`src/rtl/fc_requant_packer.sv`:
```
// fc_requant_packer: bias add, optional ReLU, rounding right shift and
// signed saturation of MAC accumulator results, followed by packing of
// PACK signed lanes per output word with a valid/ready handshake.
//
// The whole pipeline advances on one global enable (adv). A stalled output
// word therefore freezes stage 1 and the packer as well, so nothing is lost.
module fc_requant_packer #(
    parameter int IN_BITWIDTH   = 26,
    parameter int BIAS_BITWIDTH = 16,
    parameter int OUT_BITWIDTH  = 8,
    parameter int PACK          = 4
) (
    input  logic                           clk,
    input  logic                           rstn,
    input  logic                           in_valid,
    output logic                           in_ready,
    input  logic [IN_BITWIDTH-1:0]         in_data,
    input  logic [BIAS_BITWIDTH-1:0]       in_bias,
    input  logic                           in_last,
    input  logic [4:0]                     cfg_shift,
    input  logic                           cfg_relu,
    output logic                           out_valid,
    input  logic                           out_ready,
    output logic [OUT_BITWIDTH*PACK-1:0]   out_data,
    output logic [PACK-1:0]                out_keep,
    output logic                           out_last
);

    localparam int SW = IN_BITWIDTH + 1;
    localparam int RW = IN_BITWIDTH + 2;
    localparam int CW = (PACK > 1) ? $clog2(PACK) : 1;
    localparam logic signed [RW-1:0] QMAX = RW'((1 << (OUT_BITWIDTH - 1)) - 1);
    localparam logic signed [RW-1:0] QMIN = -QMAX - RW'(1);

    logic                          adv;
    logic                          accept;
    logic signed [SW-1:0]          sum_in;
    logic signed [SW-1:0]          s1_sum;
    logic                          s1_valid;
    logic                          s1_last;
    logic signed [RW-1:0]          v;
    logic signed [RW-1:0]          rnd;
    logic signed [RW-1:0]          r;
    logic [5:0]                    sh;
    logic [OUT_BITWIDTH-1:0]       q;
    logic [CW-1:0]                 cnt;
    logic [OUT_BITWIDTH*PACK-1:0]  held;
    logic                          word_done;
    logic                          load;
    logic [OUT_BITWIDTH*PACK-1:0]  word_next;
    logic [PACK-1:0]               keep_next;

    assign adv      = !out_valid || out_ready;
    assign in_ready = adv;
    assign accept   = in_valid && adv;

    // Bias is sign-extended to one bit above the accumulator so the sum cannot overflow.
    assign sum_in = $signed({in_data[IN_BITWIDTH-1], in_data})
                  + $signed({{(SW-BIAS_BITWIDTH){in_bias[BIAS_BITWIDTH-1]}}, in_bias});

    // Stage 1: capture the biased sum on acceptance, drain the valid when advancing empty.
    always_ff @(posedge clk or negedge rstn) begin
        if (!rstn) begin
            s1_sum   <= '0;
            s1_valid <= 1'b0;
            s1_last  <= 1'b0;
        end else if (accept) begin
            s1_sum   <= sum_in;
            s1_valid <= 1'b1;
            s1_last  <= in_last;
        end else if (adv) begin
            s1_valid <= 1'b0;
        end
    end

    // Requantise stage-1 sum: ReLU, round-half-up shift, saturate to a signed lane.
    always_comb begin
        v   = (cfg_relu && s1_sum[SW-1]) ? '0 : $signed({s1_sum[SW-1], s1_sum});
        sh  = (32'(cfg_shift) > IN_BITWIDTH) ? 6'(IN_BITWIDTH) : {1'b0, cfg_shift};
        rnd = '0;
        if (sh != 6'd0) begin
            rnd = $signed({{(RW-1){1'b0}}, 1'b1} << (sh - 6'd1));
        end
        r = (v + rnd) >>> sh;
        if (r > QMAX) begin
            q = QMAX[OUT_BITWIDTH-1:0];
        end else if (r < QMIN) begin
            q = QMIN[OUT_BITWIDTH-1:0];
        end else begin
            q = r[OUT_BITWIDTH-1:0];
        end
    end

    assign word_done = (cnt == CW'(PACK - 1)) || s1_last;
    assign load      = s1_valid && adv && word_done;

    // Assemble the outgoing word: held lanes below cnt, the new lane at cnt, zeros above.
    always_comb begin
        word_next = '0;
        keep_next = '0;
        for (int i = 0; i < PACK; i++) begin
            if (CW'(i) < cnt) begin
                word_next[i*OUT_BITWIDTH +: OUT_BITWIDTH] = held[i*OUT_BITWIDTH +: OUT_BITWIDTH];
                keep_next[i] = 1'b1;
            end else if (CW'(i) == cnt) begin
                word_next[i*OUT_BITWIDTH +: OUT_BITWIDTH] = q;
                keep_next[i] = 1'b1;
            end
        end
    end

    // Packer: store lanes until the word is full or the layer ends, then restart at lane 0.
    always_ff @(posedge clk or negedge rstn) begin
        if (!rstn) begin
            cnt  <= '0;
            held <= '0;
        end else if (s1_valid && adv) begin
            if (word_done) begin
                cnt <= '0;
            end else begin
                for (int i = 0; i < PACK - 1; i++) begin
                    if (cnt == CW'(i)) begin
                        held[i*OUT_BITWIDTH +: OUT_BITWIDTH] <= q;
                    end
                end
                cnt <= cnt + CW'(1);
            end
        end
    end

    // Output register: a finished word loads even while the previous one is being taken.
    always_ff @(posedge clk or negedge rstn) begin
        if (!rstn) begin
            out_valid <= 1'b0;
            out_data  <= '0;
            out_keep  <= '0;
            out_last  <= 1'b0;
        end else if (load) begin
            out_valid <= 1'b1;
            out_data  <= word_next;
            out_keep  <= keep_next;
            out_last  <= s1_last;
        end else if (out_valid && out_ready) begin
            out_valid <= 1'b0;
        end
    end

endmodule

```
`config.mk`:
```
export PLATFORM = sky130hd
export DESIGN_NAME = fc_requant_packer
export DESIGN_NICKNAME = d
export VERILOG_FILES = /design/src/rtl/fc_requant_packer.sv
export SDC_FILE = /design/constraint.sdc
export NUM_CORES = 1
export LEC_CHECK = 0
export CORE_ASPECT_RATIO = 2
export CORE_UTILIZATION = 60
export CTS_CLUSTER_SIZE = 8
export DETAILED_ROUTE_END_ITERATION = 6
export GPL_ROUTABILITY_DRIVEN = 0
export PLACE_DENSITY = 0.84
export SYNTH_ARGS = -nofsm -noshare
export SYNTH_HDL_FRONTEND = slang
export SYNTH_SLANG_ARGS = --single-unit
```
`constraint.sdc`:
```
create_clock -name clk -period 13.99 [get_ports clk]
set_clock_uncertainty 0.2 [all_clocks]
set_input_delay 1.399 -clock clk [delete_from_list [all_inputs] [get_ports clk]]
set_output_delay 1.399 -clock clk [all_outputs]
set_load 0.01 [all_outputs]
```
==> flow_metrics.tcl <==
set metrics [dict create \
    status "complete, but fails checks" \
    violations "design-rule violations" \
    synth_xor_area_share_pct 3.19 \
    reg2reg_depth 18 \
    io_pins 92 \
    relSlewSlack_pct 19.2 \
    synth_top_family_by_area "compound AO/OA/AOI/OAI gates" \
    multi_input_comb_area_um2 6380 \
    nets 1330 \
    vias_per_cell 7.12 \
    postSynthAreaPerCell_um2 7.75 \
    gr-total-overflow 0 \
    ant_nets 0 \
    max_slew.worst_pin.slew_ps 1210 \
    die_x_um 88.8 \
    final_cell_mix "145 x nand2_1, 94 x o21ai_0, 93 x a21oi_1, 93 x dfrtp_1, 90 x clkdlybuf4s50_1" \
    finalCritPeriodShare_pct 63.5 \
    crit_path_end_kind "flip-flop" \
    cts_hold_buf 0 \
    cts-root-buf "clkbuf_16" \
    crit_chain "clkdlybuf4s50_1 > buf_4 > nor2_1 > nand2_1 > nor3_1 > ha_1 > o21ai_0 > o21ai_1 > nand4_1 > a211oi_1 > o21a_1 > o32a_1 > a211oi_1 > a211oi_2 > o2111ai_1 > o41ai_1 > a41oi_2 > a31oi_2 > o21ai_0" \
    min_path_type "reg2reg" \
    start_kind "primary input" \
    critPathSlowestCell "nor2_1" \
    final_common_cell "nand2_1" \
    critPathCapture "out_data[16]" \
    total_power_mw 1.49 \
    slowest_delay_ps 940 \
    yosys_most_used_dff "dfrtp_1" \
    ys_warn_count 8 \
    grt_usage_pct 47.8 \
    final-seq-area_um2 2330 \
    cts_max_path_buffers 2 \
    dpl.cell_count 1401 \
    initial_core_util_pct 61.4 \
    r2r_end "out_data[16]" \
    rr_startpoint "s1_sum[26]" \
    vdd_drop_max_mv 0.0703 \
    globalRouteMet1Util_pct 42.3 \
    setup.worst_path.start "cfg_shift[4]" \
    reg2reg_slack_ps 7110 \
    power.density_nw_per_um2 144 \
    cts_buffers 9 \
    rows 63 \
    io_buffers 91 \
    dr_total_vias 10097 \
    synth_area_um2 9050 \
    finalSetupTns_ps 0 \
    maxSlewViolCount 0 \
    async_flop_share_pct 100 \
    grt_pass1_vias 10168 \
    busiest_layer "met2" \
    setup_viol 0 \
    synth_compound_area_share_pct 31.7 \
    worstPathArrival_ps 8910 \
    synth_cell_types 84 \
    grt_max_degree 65 \
    routedWlPerCell_um 23.4 \
    netlist_instances 1167 \
    first_iter_violations 1398 \
    drcViolationCount 86 \
    coreArea_um2 14700 \
    dieArea_um2 15600 \
    critPathKind "in2reg" \
    cts.sinks 93 \
    drive_gt1_share_pct 5.81 \
    grt_use_met3_pct 29.1 \
    synth-seq-cells 93 \
    synthMuxAreaShare_pct 3.19 \
    cp.required_ps 14010 \
    fin_util_pct 70.1 \
    yosys.area_share.simple_pct 23.7 \
    path_max_fanout 22 \
    path_clk_slew_ps 70 \
    clk_latency_ps 370 \
    p_leak_nw 4.45 \
    synth_seq_area_share_pct 25.7 \
    dieHeight_um 176 \
    ctsResizeCount 0 \
    antenna_found_initial 2 \
    rsz0062_at_grt "false" \
    post_cts_buffers 0 \
    fillers 1277 \
    grt_use_met2_pct 72.3 \
    syn_nets 1280 \
    synth-adder-area-share_pct 8.46 \
    max_freq_ghz 0.113 \
    dr.pass1.iters 7 \
    instances_no_fill 1418 \
    synth-edff-count 0 \
    hpwl_mm 24.1 \
    final.min_clock_period_ps 8890 \
    drv_cap 0 \
    cts_htree_levels 3 \
    syn_to_final_growth_pct 14.2 \
    cts_tree "done" \
    grt_pass1_wl_mm 55.0 \
    hold_violations 0 \
    wl_mm 33.2 \
]
cells in the mapped netlist (12+ instances only):
cell        n  area [um^2]
nand2b_1   14         87.6
and3_1     27          169
clkbuf_1   48          180
o21ai_1    25          125
ha_1       58          726
nor3_1     25          125
xor2_1     17          149
a211oi_1   20          150
o21a_1     12         90.1
o31ai_1    13         97.6
nand3_1    36          180
o21ai_0    94          470
xnor2_1    16          140
and2_1     41          257
nand4_1    12         75.1
a31oi_1    22          138
dfrtp_1    93         2330
a21o_1     25          188
nor2_1     86          323
mux2i_1    21          210
inv_1      26         97.6
nand2_1   145          544
a21oi_1    93          465
o211ai_1   15          113
cell type report:
| cell class | count | area share, % |
|---|---|---|
| antenna | 1 | 0.0242 |
| clock buffer | 10 | 2.21 |
| clock inverter | 6 | 0.666 |
| inverter | 26 | 0.944 |
| multi-input combinational | 985 | 61.7 |
| sequential | 93 | 22.5 |
| tap | 195 | 2.36 |
| timing repair buffer | 102 | 9.58 |
routing by layer:
| metal | vias up | part of all wire (%) |
|---|---|---|
| met5 | - | 0.26 |
| met4 | 4 | 12 |
| met3 | 346 | 12 |
| met2 | 710 | 47 |
| met1 | 4559 | 30 |
| li1 | 4478 | - |
critical path: cells and delay by family:
family                     cells  cell delay [ps]
adders and majority gates      1              280
AOI/OAI and AO/OA             12             4400
and+or+nand+nor                4             2190
buffers and inverters          2              630
power breakdown:
part,internal [mW],total [mW],switching (mW)
Combinational,0.309,0.771,0.462
Sequential,0.376,0.460,0.0836
Clock,0.140,0.256,0.116
Total,0.825,1.49,0.662
per-stage QoR:
step	setup WS, ps	area (um^2)	hold WS, ps
after floorplan	7530	9050	240
after global placement	5410	10000	252
after detailed placement	5410	10000	259
after CTS	5730	10300	275
after global routing	4890	10300	296
final	5100	10300	268
registers in the layout, summed over array words and instances, names as in the netlist:
register   flops
s1_last        1
s1_valid       1
out_last       1
out_valid      1
out_keep       4
s1_sum        27
held          24
out_data      32
cnt            2
worst min path at each step:
stage	from	to	slack, ps	cells past startpoint
final	s1_sum[4]	s1_sum[4]	270	2
after global routing	s1_sum[7]	s1_sum[7]	300	2
after CTS	s1_sum[4]	s1_sum[4]	280	2
after detailed placement	s1_sum[4]	s1_sum[4]	260	2
after global placement	s1_sum[10]	s1_sum[10]	250	1
after floorplan	s1_sum[4]	s1_sum[4]	240	2
kinds of logic (layout without fill, tap and decap cells):
logic type / Yosys count / after routing
AND/OR/NAND/NOR: 439 / 439
AO/OA/AOI/OAI: 425 / 425
flip-flops: 93 / 93
buffers and inverters: 89 / 144
adder cells (fa/ha/maj): 60 / 60
XOR/XNOR: 33 / 33
multiplexers: 27 / 27
other: 1 / 2
Note: power is estimated with default switching activity, not from simulation.
